==> config.mk <==
export PLATFORM = sky130hd
export DESIGN_NAME = seq_pattern_tx
export DESIGN_NICKNAME = d
export VERILOG_FILES = /design/src/rtl/seq_tx_pkg.sv /design/src/rtl/seq_pattern_tx.sv
export SDC_FILE = /design/constraint.sdc
export NUM_CORES = 1
export LEC_CHECK = 0
export CAP_MARGIN = 20
export CORE_UTILIZATION = 38
export DETAILED_ROUTE_END_ITERATION = 10
export GPL_TIMING_DRIVEN = 0
export PLACE_DENSITY = 0.67
export RECOVER_POWER = 100
export SYNTH_ARGS = -nofsm -noshare
export SYNTH_HDL_FRONTEND = slang
export SYNTH_SLANG_ARGS = --single-unit
==> constraint.sdc <==
create_clock -name clk -period 3.4 [get_ports clk]
set_input_delay 0.85 -clock clk [delete_from_list [all_inputs] [get_ports clk]]
set_output_delay 0.85 -clock clk [all_outputs]
set_load 0.02 [all_outputs]
==> src/rtl/seq_tx_pkg.sv <==
// Shared types and default sizing for the serial pattern transmitter.
// State encoding is fixed so that benches can decode it if needed.
package seq_tx_pkg;

  typedef enum logic [1:0] {
    ST_IDLE  = 2'd0,
    ST_SHIFT = 2'd1,
    ST_GAP   = 2'd2,
    ST_DONE  = 2'd3
  } state_t;

  localparam int DEF_W   = 8;
  localparam int DEF_LW  = 4;
  localparam int DEF_RW  = 4;
  localparam int DEF_GAP = 2;

endpackage

==> src/rtl/seq_pattern_tx.sv <==
// Serial pattern generator: shifts a latched pattern out MSB-first,
// optionally repeating it with a fixed idle gap between frames.
module seq_pattern_tx
  import seq_tx_pkg::*;
#(
  parameter int W   = DEF_W,
  parameter int LW  = DEF_LW,
  parameter int RW  = DEF_RW,
  parameter int GAP = DEF_GAP
) (
  input  logic          clk,
  input  logic          rst,
  input  logic          start,
  input  logic [W-1:0]  pattern,
  input  logic [LW-1:0] len,
  input  logic [RW-1:0] reps,
  output logic          x,
  output logic          valid,
  output logic          busy,
  output logic          done
);

  localparam int GW = (GAP > 0) ? $clog2(GAP + 1) : 1;
  localparam logic [GW-1:0] GAP_LAST = GW'((GAP > 0) ? GAP - 1 : 0);
  localparam logic [LW-1:0] W_L = LW'(W);

  state_t        state_q, state_d;
  logic [W-1:0]  pat_q, pat_d;
  logic [LW-1:0] len_q, len_d;
  logic [LW-1:0] idx_q, idx_d;
  logic [RW-1:0] rep_q, rep_d;
  logic [GW-1:0] gap_q, gap_d;

  logic [LW-1:0] len_in;
  logic [LW-1:0] sel;
  logic          last_bit;
  logic          x_bit;

  assign len_in   = (len > W_L) ? W_L : len;
  assign sel      = len_q - LW'(1) - idx_q;
  assign last_bit = (idx_q == len_q - LW'(1));

  always_comb begin
    state_d = state_q;
    pat_d   = pat_q;
    len_d   = len_q;
    idx_d   = idx_q;
    rep_d   = rep_q;
    gap_d   = gap_q;
    unique case (state_q)
      ST_IDLE: begin
        if (start && (len != '0)) begin
          pat_d   = pattern;
          len_d   = len_in;
          rep_d   = reps;
          idx_d   = '0;
          gap_d   = '0;
          state_d = ST_SHIFT;
        end
      end
      ST_SHIFT: begin
        if (!last_bit) begin
          idx_d = idx_q + LW'(1);
        end else if (rep_q == '0) begin
          state_d = ST_DONE;
        end else begin
          rep_d   = rep_q - RW'(1);
          idx_d   = '0;
          gap_d   = '0;
          state_d = (GAP > 0) ? ST_GAP : ST_SHIFT;
        end
      end
      ST_GAP: begin
        if (gap_q == GAP_LAST) begin
          gap_d   = '0;
          idx_d   = '0;
          state_d = ST_SHIFT;
        end else begin
          gap_d = gap_q + GW'(1);
        end
      end
      ST_DONE: state_d = ST_IDLE;
      default: state_d = ST_IDLE;
    endcase
  end

  always_ff @(posedge clk) begin
    if (rst) begin
      state_q <= ST_IDLE;
      pat_q   <= '0;
      len_q   <= '0;
      idx_q   <= '0;
      rep_q   <= '0;
      gap_q   <= '0;
    end else begin
      state_q <= state_d;
      pat_q   <= pat_d;
      len_q   <= len_d;
      idx_q   <= idx_d;
      rep_q   <= rep_d;
      gap_q   <= gap_d;
    end
  end

  // Index mux instead of a destructive shifter, so repeats need no reload.
  always_comb begin
    x_bit = 1'b0;
    for (int i = 0; i < W; i++) begin
      if (LW'(i) == sel) x_bit = pat_q[i];
    end
  end

  assign valid = (state_q == ST_SHIFT);
  assign x     = valid & x_bit;
  assign busy  = (state_q != ST_IDLE);
  assign done  = (state_q == ST_DONE);

endmodule

Yosys cells after proc, flatten, opt, wreduce, memory -nomap -nowiden. Index checks and enable logic that the tools add are counted.

Add/sub/neg operators: 5. Order comparisons: 1. Eq/ne operators: 17. Muxes and demuxes: 28. Bitwise gates (word level): 1. Reductions and logical operators: 13.

Operators with widths (count): 2-to-1 mux 4 bit (8); equality test 3 x 4 -> 1 bit (first input constant) (4); 2-to-1 mux 2 bit (7); case mux 4 bit (3 select lines) (1); AND reduction 4 bit (3); 2-to-1 mux 1 bit (9); equality test 2 x 4 -> 1 bit (first input constant) (2); logical NOT 4 bit (2); case mux 2 bit (4 select lines) (1); case mux 4 bit (2 select lines) (1); subtractor 4 x 1 -> 4 bit (second input constant) (2); inequality test 2 bit (second input constant) (3); case mux 2 bit (3 select lines) (1); adder 4 x 1 -> 4 bit (second input constant) (1); equality test 1 x 4 -> 1 bit (first input constant) (1); equality test 2 x 1 -> 1 bit (second input constant) (2); equality test 2 bit (second input constant) (2); equality test 4 bit (1); greater-than comparator 4 bit (second input constant) (1); nonzero test 2 bit (2); nonzero test 4 bit (1); subtractor 4 bit (1); inequality test 3 bit (second input constant) (1); AND reduction 3 bit (1); 7 further kinds (7).

Register bits after elaboration: 24. Output and inout port bits: 4.

Logic depth before layout (Yosys ltp).
Depth in word-level cells: 12. Mapped depth: 8. Depth with buffers taken out: 8.

Worst setup path after synthesis. Ideal clock, no wire load.

Path type: register to output. Start point: register len_q[0]. End point: output x. Arrival time: 2391 ps. Setup slack: 159 ps. Cell stages (with the launch flop): 8. Path buffers: 0. Path through: dfxtp_1 > inv_1 > ha_1 > inv_1 > fa_1 > mux4_2 > mux2i_1 > nor4_1.

Cells in the longest elaborated chain, start to end: 12. Elaborated cells on any way between the ends: 19. Those cells by class: 2 x add/sub; 7 x eq/ne; 8 x mux; 1 x bitwise; 1 x reduce/logical.

RTL lines: start: declaration (RTL line seq_pattern_tx.sv:29) `logic [LW-1:0] len_q, len_d;`; start signal: assignment (RTL line seq_pattern_tx.sv:98) `len_q <= len_d;`; subtractor 4 x 1 -> 4 bit * (RTL line seq_pattern_tx.sv:40) `assign sel = len_q - LW'(1) - idx_q;`; subtractor 4 bit * (RTL line seq_pattern_tx.sv:40); logical NOT 4 bit (RTL line seq_pattern_tx.sv:109) `if (LW'(i) == sel) x_bit = pat_q[i];`; 2-to-1 mux 1 bit (7 in series) (RTL line seq_pattern_tx.sv:109); 2-to-1 mux 1 bit * (RTL line seq_pattern_tx.sv:109); bitwise AND 1 bit * (RTL line seq_pattern_tx.sv:114) `assign x = valid & x_bit;`; end: declaration (RTL line seq_pattern_tx.sv:17) `output logic x,`.

Every way passes the cells marked *; elsewhere a longest branch is shown, timed or not.

Worst setup path in the final report. Ends and elaborated chain as after synthesis.

==> run_results.csv <==
group,metric,value,unit
logic_synthesis,yosys_warnings,0,
pwr,power.density_cell_area,410,mW/mm²
timing,totalNegativeSetupSlack,0,ns
setup_path,worst-path-buf-inv,3,
floorplan,die-width,65.0,µm
detailed_routing,route.vias.total,1295,
logic_synthesis,post_synth_and_or_nand_nor_area_fraction,21.2,%
global_routing,globalRoute.totalOverflow,0,
logic_synthesis,ys_dominant_reg_cell,"sky130_fd_sc_hd__dfxtp_1",
pwr,power.total,776,µW
logic_synthesis,synth_compound_area_share,17.2,%
setup_path,end_kind,"output pin",
clock_network,clock-sinks,24,
global_routing,antenna_found_initial,0,
timing,final_hold_viol_count,0,
timing,tightest_slew,0.513,ns
pwr,vdd_ir_drop_max,0.199,mV
logic_synthesis,synth.cell_area,0.00151,mm²
timing,final.period_utilization,98.3,%
global_routing,grt_pass1_vias,1325,
timing,final.setup.worst_slack,0.0562,ns
setup_path,delay_of_the_slowest_cell_on_the_worst_path,0.57,ns
timing,slew-limit-headroom,65.7,%
timing,layout_min_cycle_time,3.34,ns
logic_synthesis,ys_types,50,
cells_and_area,area_growth,25.5,%
detailed_routing,drt_iter0_drc,106,
pwr,cell_leakage_power,0.714,nW
logic_synthesis,synth_top_area_share,31.8,%
detailed_routing,firstDrtPassIters,4,
job,drv.max_cap_violation_count,0,
cells_and_area,drive_gt1_share,16.8,%
place,portBuffers,22,
global_routing,maximum_number_of_pins_on_one_net_before_global_route_repair,15,
setup_path,crit_family,"adder cells",
setup_path,timing.critical_path.slowest_stage_cell,"sky130_fd_sc_hd__fa_2",
global_routing,wire_length_of_the_first_global_routing_pass,5920,µm
place,routabilityCongestion,0.875,
logic_synthesis,synth-xor-area-share,4.48,%
clock_network,cts_hold_buf,0,
setup_path,timing.setup.critical_path_class,"reg2out",
detailed_routing,drt_wl_total,3530,µm
clock_network,tritoncts_clock_tree,"done",
logic_synthesis,yosys-mux-area-fraction,11.6,%
detailed_routing,wl_per_cell,14.8,µm
place,placed_cell_area,0.00179,mm²
logic_synthesis,synthArstFlopShare,0,%
logic_synthesis,synth_top_cell_by_area,"sky130_fd_sc_hd__dfxtp_1",
clock_network,cts_buffer_depth,2,
clock_network,numCtsBuffers,3,
floorplan,dieArea,0.00423,mm²
setup_path,critPathRequiredTime,2.55,ns
detailed_routing,route.detailed.drc,0,
detailed_routing,antenna_left,0,
floorplan,design.core.area,0.00374,mm²
detailed_routing,routed_metal_1_wire_length,1560,µm
timing,clock_skew,0.0124,ns
timing,setup_violations,0,
timing,achievable-frequency,299,MHz
floorplan,floorplan.io_pins,23,
cells_and_area,final_area,0.00189,mm²
floorplan,die_height,65.0,µm
clock_network,cts_max_level,1,
logic_synthesis,number_of_nets_in_the_synthesized_netlist,188,
logic_synthesis,post_synth_inst_count,162,
setup_path,timing.critical_path.fanout_max,3,
setup_path,worstSetupStartpointType,"flip-flop",
place,place_ws,-0.208,ns
hold_path,hold_path.class,"reg2reg",
place,dpl.cell_count,232,
cells_and_area,final_util,50.6,%
cells_and_area,final-instance-count-excl-fill,238,
clock_network,cts.clk_slew.worst_paths,0.09,ns
detailed_routing,met3_wire_length,114,µm
place,dp.final_hpwl,2710,µm
cells_and_area,n_antenna_cell,0,
logic_synthesis,synth_top_family_by_area,"simple AND/OR/NAND/NOR gates",
clock_network,clockRootBuffer,"sky130_fd_sc_hd__clkbuf_8",
logic_synthesis,synth_edf_count,0,
logic_synthesis,synth-seq-cells,24,
detailed_routing,route.met2.wl,1840,µm
setup_path,crit_chain,"buf_4 -> ha_1 -> inv_1 -> fa_2 -> mux4_2 -> mux2i_1 -> nor4_1 -> buf_2",
logic_synthesis,synth.yosys.seq_area_share,31.8,%
global_routing,global_route.usage.total,17.9,%
outcome,status,"complete, no violations",
floorplan,core.rowCount,22,
setup_path,timing.critical_path.arrival,2.49,ns
timing,drv_slew,0,
timing,timing.hold.ws,0.499,ns
logic_synthesis,post_synth_fa_ha_maj_area_fraction,6.30,%
detailed_routing,vias_per_cell,5.44,
cells_and_area,final_nets,217,
logic_synthesis,syn_area_per_cell,9.31,µm²
logic_synthesis,ys_top_cells_by_area,"sky130_fd_sc_hd__dfxtp_1, sky130_fd_sc_hd__mux2i_1, sky130_fd_sc_hd__ha_1, sky130_fd_sc_hd__inv_1, sky130_fd_sc_hd__nor2_1",
detailed_routing,dr.max_layer_used,"met4",
clock_network,clock_insertion_delay_worst_skew,0.27,ns
floorplan,initial_utilization,40.3,%
## cells in the mapped netlist, types with 2 or more instances
| cell | count |
|---|---|
| sky130_fd_sc_hd__o32ai_1 | 2 |
| sky130_fd_sc_hd__and2b_2 | 3 |
| sky130_fd_sc_hd__nor2b_1 | 6 |
| sky130_fd_sc_hd__mux2i_1 | 13 |
| sky130_fd_sc_hd__o31a_1 | 2 |
| sky130_fd_sc_hd__nor4_1 | 2 |
| sky130_fd_sc_hd__nor2_1 | 15 |
| sky130_fd_sc_hd__buf_6 | 2 |
| sky130_fd_sc_hd__o21ai_0 | 5 |
| sky130_fd_sc_hd__o211ai_1 | 4 |
| sky130_fd_sc_hd__mux4_2 | 2 |
| sky130_fd_sc_hd__a21oi_1 | 3 |
| sky130_fd_sc_hd__nand4_1 | 3 |
| sky130_fd_sc_hd__nand3_1 | 4 |
| sky130_fd_sc_hd__o2111ai_1 | 3 |
| sky130_fd_sc_hd__inv_1 | 17 |
| sky130_fd_sc_hd__buf_2 | 2 |
| sky130_fd_sc_hd__nand2_1 | 6 |
| sky130_fd_sc_hd__xnor2_1 | 3 |
| sky130_fd_sc_hd__dfxtp_1 | 24 |
| sky130_fd_sc_hd__o311a_1 | 3 |
| sky130_fd_sc_hd__ha_1 | 6 |
| sky130_fd_sc_hd__a31oi_1 | 3 |
| sky130_fd_sc_hd__clkbuf_1 | 2 |
| sky130_fd_sc_hd__xnor2_2 | 2 |
## report_power, final
group / switching, mW / internal (mW)
Sequential: 0.0155 / 0.298
Combinational: 0.106 / 0.104
Clock: 0.0941 / 0.157
## cells in the final DEF, fill, tap and decap left out, types with 3 or more instances in the layout
master / Yosys / final
sky130_fd_sc_hd__nand3_1: 4 / 4
sky130_fd_sc_hd__nor2_1: 15 / 15
sky130_fd_sc_hd__o311a_1: 3 / 3
sky130_fd_sc_hd__nand4_1: 3 / 3
sky130_fd_sc_hd__buf_4: 1 / 3
sky130_fd_sc_hd__buf_2: 2 / 3
sky130_fd_sc_hd__dfxtp_1: 24 / 22
sky130_fd_sc_hd__nand2_1: 6 / 6
sky130_fd_sc_hd__o21ai_0: 5 / 5
sky130_fd_sc_hd__clkdlybuf4s50_1: 0 / 21
sky130_fd_sc_hd__inv_1: 17 / 16
sky130_fd_sc_hd__mux2i_1: 13 / 13
sky130_fd_sc_hd__o211ai_1: 4 / 4
sky130_fd_sc_hd__nor2b_1: 6 / 6
sky130_fd_sc_hd__a21oi_1: 3 / 3
sky130_fd_sc_hd__clkbuf_8: 0 / 3
sky130_fd_sc_hd__ha_1: 6 / 5
sky130_fd_sc_hd__xnor2_1: 3 / 3
sky130_fd_sc_hd__a31oi_1: 3 / 3
sky130_fd_sc_hd__and2b_2: 3 / 3
sky130_fd_sc_hd__o2111ai_1: 3 / 3
## logic make-up (layout without fill, tap and decap cells)
kind of cell / Yosys count / in the layout
and+or+nand+nor: 54 / 54
AOI/OAI and AO/OA: 32 / 32
DFF: 24 / 24
buffers and inverters: 24 / 52
muxes: 15 / 15
adders and majority gates: 7 / 7
xor gates and xnor gates: 6 / 6
## sequential cells by signal, summed over array words and instances, names as in the netlist
| signal | cells |
|---|---|
| state_q | 2 |
| idx_q | 4 |
| len_q | 4 |
| gap_q | 2 |
| rep_q | 4 |
| pat_q | 8 |
## repair_timing
item	CTS	global route
setup endpoints to repair	1	1
pin swaps	1	2
resized for setup	9	3
setup buffers	0	2
## area by class of cell
type	count	area [µm²]
Clock buffer	3	41.3
Sequential cell	24	488
Clock inverter	1	30.0
Tap cell	48	60.1
Inverter	17	63.8
Timing Repair Buffer	24	230
Buffer	7	47.5
Multi-Input combinational cell	114	932
Fill cell	374	1850
## layer usage
metal,global-route usage [%],up-vias
met5,0,-
li1,-,644
met1,21.7,621
met3,2.82,2
met4,4.62,0
met2,32.7,28
## worst paths after layout
check	from	end	slack [ns]	cells after the start
min	gap_q[1]$_SDFFE_PP0P_	gap_q[1]$_SDFFE_PP0P_	0.50	1
max	len_q[0]$_SDFFE_PP0P_	x	0.06	8
min reg2reg	gap_q[1]$_SDFFE_PP0P_	gap_q[1]$_SDFFE_PP0P_	0.50	1
max reg2reg	len_q[0]$_SDFFE_PP0P_	rep_q[1]$_SDFFE_PP0P_	1.18	8
Note: power is estimated with default switching activity, not from simulation.
